<file path="config.mk">
export PLATFORM = sky130hd
export DESIGN_NAME = key_debounce_flat
export DESIGN_NICKNAME = d
export VERILOG_FILES = /design/src/rtl/key_debounce_if.sv /design/src/rtl/key_debounce.sv /design/src/flat_wrapper.sv
export SDC_FILE = /design/constraint.sdc
export NUM_CORES = 1
export LEC_CHECK = 0
export ABC_CLOCK_PERIOD_IN_PS = 2600
export CAP_MARGIN = 20
export CORE_MARGIN = 2
export CORE_UTILIZATION = 60
export DETAILED_ROUTE_END_ITERATION = 16
export PLACE_DENSITY_LB_ADDON = 0.2
export SYNTH_ARGS = -nofsm -noshare
export SYNTH_HDL_FRONTEND = slang
export SYNTH_SLANG_ARGS = --single-unit
export TNS_END_PERCENT = 20
</file>
<file path="constraint.sdc">
create_clock -name clk -period 2.6 [get_ports clk]
set_input_delay 0.39 -clock clk [delete_from_list [all_inputs] [get_ports clk]]
set_output_delay 0.39 -clock clk [all_outputs]
set_load 0.03 [all_outputs]
</file>
<file path="src/rtl/key_debounce_if.sv">
// Button event bus between the debouncer and its consumers: the raw pin in,
// clean single-cycle events and the debounced level out.
interface key_debounce_if;
    logic key_in;
    logic press;
    logic key_release;
    logic long_press;
    logic key_state;

    modport master (
        output key_in,
        input  press,
        input  key_release,
        input  long_press,
        input  key_state
    );

    modport slave (
        input  key_in,
        output press,
        output key_release,
        output long_press,
        output key_state
    );
endinterface

</file>
<file path="src/rtl/key_debounce.sv">
// Push-button conditioner: synchronises the raw pin, rejects contact bounce and
// emits registered press / release / long-press pulses plus a debounced level.
module key_debounce #(
    parameter int CLK_FREQ_HZ = 100_000_000,
    parameter int DEBOUNCE_MS = 20,
    parameter int LONG_MS     = 1000,
    parameter bit ACTIVE_LOW  = 1'b0
) (
    input logic         clk,
    input logic         rst_n,
    key_debounce_if.slave btn
);
    localparam int DB   = CLK_FREQ_HZ / 1000 * DEBOUNCE_MS;
    localparam int LG   = CLK_FREQ_HZ / 1000 * LONG_MS;
    localparam int DB_W = $clog2(DB);
    localparam int LG_W = $clog2(LG);

    localparam logic [DB_W-1:0] DB_LAST = DB_W'(DB - 1);
    localparam logic [LG_W-1:0] LG_LAST = LG_W'(LG - 1);

    typedef enum logic [1:0] {
        IDLE,
        PRESS_WAIT,
        HELD,
        RELEASE_WAIT
    } state_t;

    state_t          state_q;
    logic            sync1_q;
    logic            ks_q;
    logic [DB_W-1:0] db_cnt_q;
    logic [LG_W-1:0] hold_cnt_q;
    logic [LG_W-1:0] hold_cnt_d;
    logic            long_done_q;
    logic            press_q;
    logic            release_q;
    logic            long_press_q;
    logic            key_state_q;

    // Two-flop synchroniser on the polarity-corrected pin; idles at "not pressed".
    always_ff @(posedge clk or negedge rst_n) begin
        if (!rst_n) begin
            sync1_q <= 1'b0;
            ks_q    <= 1'b0;
        end else begin
            sync1_q <= btn.key_in ^ ACTIVE_LOW;
            ks_q    <= sync1_q;
        end
    end

    // Hold time saturates so an indefinitely held key cannot wrap and re-fire.
    always_comb begin
        hold_cnt_d = (hold_cnt_q == LG_LAST) ? hold_cnt_q : hold_cnt_q + LG_W'(1);
    end

    always_ff @(posedge clk or negedge rst_n) begin
        if (!rst_n) begin
            state_q      <= IDLE;
            db_cnt_q     <= '0;
            hold_cnt_q   <= '0;
            long_done_q  <= 1'b0;
            press_q      <= 1'b0;
            release_q    <= 1'b0;
            long_press_q <= 1'b0;
            key_state_q  <= 1'b0;
        end else begin
            press_q      <= 1'b0;
            release_q    <= 1'b0;
            long_press_q <= 1'b0;

            // Long-press timing keeps running through a pending release.
            if (state_q == HELD || state_q == RELEASE_WAIT) begin
                hold_cnt_q <= hold_cnt_d;
                if (hold_cnt_d == LG_LAST && !long_done_q) begin
                    long_press_q <= 1'b1;
                    long_done_q  <= 1'b1;
                end
            end

            case (state_q)
                IDLE: begin
                    if (ks_q) begin
                        state_q  <= PRESS_WAIT;
                        db_cnt_q <= '0;
                    end
                end
                PRESS_WAIT: begin
                    if (!ks_q) begin
                        state_q <= IDLE;
                    end else if (db_cnt_q == DB_LAST) begin
                        state_q     <= HELD;
                        press_q     <= 1'b1;
                        key_state_q <= 1'b1;
                        hold_cnt_q  <= '0;
                        long_done_q <= 1'b0;
                    end else begin
                        db_cnt_q <= db_cnt_q + DB_W'(1);
                    end
                end
                HELD: begin
                    if (!ks_q) begin
                        state_q  <= RELEASE_WAIT;
                        db_cnt_q <= '0;
                    end
                end
                RELEASE_WAIT: begin
                    if (ks_q) begin
                        state_q <= HELD;
                    end else if (db_cnt_q == DB_LAST) begin
                        state_q     <= IDLE;
                        release_q   <= 1'b1;
                        key_state_q <= 1'b0;
                    end else begin
                        db_cnt_q <= db_cnt_q + DB_W'(1);
                    end
                end
                default: state_q <= IDLE;
            endcase
        end
    end

    assign btn.press       = press_q;
    assign btn.key_release = release_q;
    assign btn.long_press  = long_press_q;
    assign btn.key_state   = key_state_q;
endmodule
</file>
<file path="src/flat_wrapper.sv">
// flat-port wrapper written by rule: the top's interface ports become plain ports
module key_debounce_flat 
#(
    parameter int CLK_FREQ_HZ = 100_000_000,
    parameter int DEBOUNCE_MS = 20,
    parameter int LONG_MS     = 1000,
    parameter bit ACTIVE_LOW  = 1'b0
)
  (clk, rst_n, btn_key_in, btn_press, btn_key_release, btn_long_press, btn_key_state);
  key_debounce_if btn_i ();
  input logic clk;
  input logic rst_n;
  input wire logic [$bits(btn_i.key_in)-1:0] btn_key_in;
  output wire logic [$bits(btn_i.press)-1:0] btn_press;
  output wire logic [$bits(btn_i.key_release)-1:0] btn_key_release;
  output wire logic [$bits(btn_i.long_press)-1:0] btn_long_press;
  output wire logic [$bits(btn_i.key_state)-1:0] btn_key_state;
  assign btn_i.key_in = btn_key_in;
  assign btn_press = btn_i.press;
  assign btn_key_release = btn_i.key_release;
  assign btn_long_press = btn_i.long_press;
  assign btn_key_state = btn_i.key_state;
  key_debounce #(.CLK_FREQ_HZ(CLK_FREQ_HZ), .DEBOUNCE_MS(DEBOUNCE_MS), .LONG_MS(LONG_MS), .ACTIVE_LOW(ACTIVE_LOW)) u_core (.clk(clk), .rst_n(rst_n), .btn(btn_i));
endmodule
</file>
==> impl_metrics.tcl <==
set metrics [dict create \
    holdWs_ns 0.3582 \
    clock_sinks 57 \
    first_iter_violations 229 \
    holdPathEnd "u_core.ks_q" \
    yosys.area_share.simple_pct 28.13 \
    finalSetupViolations 0 \
    num_io_pins 7 \
    max_freq_mhz 422.4 \
    post-cts-setup-buffers 0 \
    ant_nets 0 \
    ys_seq_elements 57 \
    drive_gt1_share_pct 11.25 \
    clock_power_share_pct 49.6 \
    p_int_uw 1475 \
    synth_cells 381 \
    cts_root_buf "clkbuf_8" \
    grt_pass1_vias 2658 \
    synth_top_area_share_pct 42.47 \
    start_kind "register" \
    worst_slew_pin_slew_ns 0.5619 \
    h-tree-depth 3 \
    drc_errors 0 \
    grt_max_degree 43 \
    r2r-end "u_core.long_done_q" \
    fp.dieH_um 78.82 \
    final_area_sq_um 3690 \
    rows 27 \
    antenna_found_initial 0 \
    cts_tree "built" \
    utilization_pct 67.84 \
    hpwl_mm 5.209 \
    cts_buffers 9 \
    hold_class "register to register" \
    die_area_sq_um 6212 \
    clockBufferDepth 2 \
    p_comb_share_pct 2.5 \
    syn2layout_area_growth_pct 9.873 \
    r2r_cells 7 \
    drv_slew 0 \
    async_reset_ff_share_pct 100.0 \
    synthAdderAreaFrac_pct 0.7452 \
    core_area_sq_um 5439 \
    p_seq_share_pct 47.8 \
    path_max_fanout 8 \
    synth_top_family_by_area "simple AND/OR/NAND/NOR gates" \
    seq_area_frac_synth_pct 42.47 \
    synthTopCellsByCount "nand2_1, dfrtp_1, o21ai_0" \
    timing.setup.tns_ns 0 \
    yosysMostFrequentCell "nand2_1" \
    regToRegSetupSlack_ns 0.23 \
    synth_compound_area_share_pct 14.20 \
    power_density_nw_per_um2 512.6 \
    synth_area_sq_um 3358 \
    detail_route.wl_per_cell_um 15.82 \
    grt_overflow_total 0 \
    p_sw_uw 417.0 \
    clock_skew_ns 0.01118 \
    crit_type "register to register" \
    netlist_top_cells_area "dfrtp_1, nand2_1, o21ai_0, xor2_1, xnor2_1" \
    finalHoldViolations 0 \
    num-fill-cells 422 \
    ys_types 55 \
    worstPathArrival_ns 2.63 \
    vias 2769 \
    clock_latency_ns 0.34 \
    ys.warnings.count 0 \
    dpl_cell_area_sq_um 3460 \
    synth-edff-count 0 \
    path_clk_slew_ns 0.07 \
    min_period_ns 2.368 \
    numPortBuffers 6 \
    hold_path_depth 0 \
    wl_mm 7.323 \
    synth_xor_area_share_pct 8.867 \
    relSlewSlack_pct 62.27 \
    die_x_um 78.82 \
    fin_crit_sh_pct 91.06 \
    cp-end-kind "register" \
    drv_cap 0 \
    place_congestion 0.9472 \
    synth_top_area_cell "dfrtp_1" \
    switching_share_pct 22.05 \
    dr.pass1.iters 5 \
    grt_pass1_wl_mm 12.74 \
    layout.nets 391 \
    num_antenna_cells 0 \
    syn_nets 386 \
    routed_via_density 5.981 \
    timing.rr.start "u_core.hold_cnt_q[4]" \
    outcome "finished clean" \
    grt_usage_pct 26.11 \
    rsz0062_at_grt "false" \
    synth_mux_area_share_pct 1.267 \
    ys.flop_type "dfrtp_1" \
    initial_core_util_pct 61.74 \
    min_from "u_core.sync1_q" \
    avgSynthCellArea_sq_um 8.814 \
    cellLeakagePower_uw 0.001499 \
    peakVddDrop_mv 0.4132 \
    cp_data_required_time_ns 2.87 \
]
[routing by layer]
metal	wire length, um	part of all wire (%)	GRT usage (%)	up-vias
li1	-	-	-	1361
met1	3393	46	35.92	1321
met2	3490	48	41.45	76
met3	319	4.4	5.795	11
met4	120	1.6	8.448	0
met5	0	0	0	-
[sequential cells by signal (all words and copies together), names as in the netlist, named ones only]
name                    count
u_core.long_done_q          1
u_core.btn.key_state        1
u_core.btn.long_press       1
u_core.btn.press            1
u_core.state_q              1
u_core.sync1_q              1
u_core.hold_cnt_q          27
u_core.db_cnt_q            21
u_core.ks_q                 1
u_core.btn.key_release      1
[stage by stage]
stage	instances	power (uW)	worst slack, ns
final	463	1892	0.2324
after detailed placement	446	969.3	0.2642
after floorplan	381	938.4	0.3671
after global routing	463	1953	0.06836
after global placement	446	966.8	0.2572
after CTS	463	1904	0.2330
[worst max-delay path, stage by stage (launching register included)]
cell and delay (ns):
dfrtp_1 0.48, and4_1 0.42, nand3_4 0.17, nor4_1 0.36, o22ai_1 0.13, nor4_1 0.34
nand4_1 0.20, a21oi_1 0.18
[cells by family after synthesis]
group           Yosys count
simple gates            179
compound gates           74
flops                    57
xor+xnor                 34
buf+inv                  31
mux                       4
fa+ha+maj                 2
[layout make-up]
class	count	area [sq um]	share of cell area, %
timing repair buffer	16	132.6	3.594
clock inverter	5	78.83	2.136
inverter	9	33.78	0.9156
clock buffer	11	141.4	3.832
sequential	57	1426	38.66
multi-input combinational	293	1787	48.42
tap	72	90.09	2.442
[how the worst max path moves through the flow]
stage                     startpoint             endpoint  depth (start not counted)
6_report        u_core.hold_cnt_q[4]   u_core.long_done_q                          7
3_5_place_dp    u_core.hold_cnt_q[9]   u_core.long_done_q                          7
2_1_floorplan     u_core.db_cnt_q[0]  u_core.db_cnt_q[19]                          9
3_3_place_gp   u_core.hold_cnt_q[13]   u_core.long_done_q                          7
5_1_grt         u_core.hold_cnt_q[3]   u_core.long_done_q                          8
4_1_cts        u_core.hold_cnt_q[17]   u_core.long_done_q                          7
[layout by cell type (no fill, tap or decap), types with 2 or more instances in the layout]
cell              n
or3_1             8
nand3_1          15
mux2_2            2
nor2b_1           5
nand2_1          58
o31ai_1           3
nor2_1           32
inv_1             9
nor3_1            4
dfrtp_1          57
and2_1            4
a31o_2            4
o21ai_0          37
nor4_1            6
a21oi_1          10
nand3_2           3
xnor2_1          16
ha_1              2
and4_1            3
o22ai_1           3
and4_4            2
bufinv_16         2
and3_1            8
xor2_1           18
nand4_1          15
clkdlybuf4s50_1   5
buf_4             9
mux2i_1           2
nor3b_1           2
clkinv_2          2
o31a_1            4
clkbuf_8         10
nor4b_1           4
[power groups by stage]
| stage | Clock [uW] | Sequential (uW) | Combinational [uW] |
|---|---|---|---|
| final | 939 | 905 | 47.5 |
| after global routing | 991 | 906 | 55.8 |
| after CTS | 950 | 905 | 49.1 |
| after detailed placement | 0 | 921 | 47.8 |
| after global placement | 0 | 921 | 46.2 |
| after floorplan | 0 | 918 | 20.6 |
[repair_timing]
item	4_1_cts	5_1_grt
endpoints found under the hold margin	16	0
hold buffers	1	0
setup endpoints to repair	0	1
gates resized for setup	0	1
No activity file was read; power rests on OpenSTA's default activity.
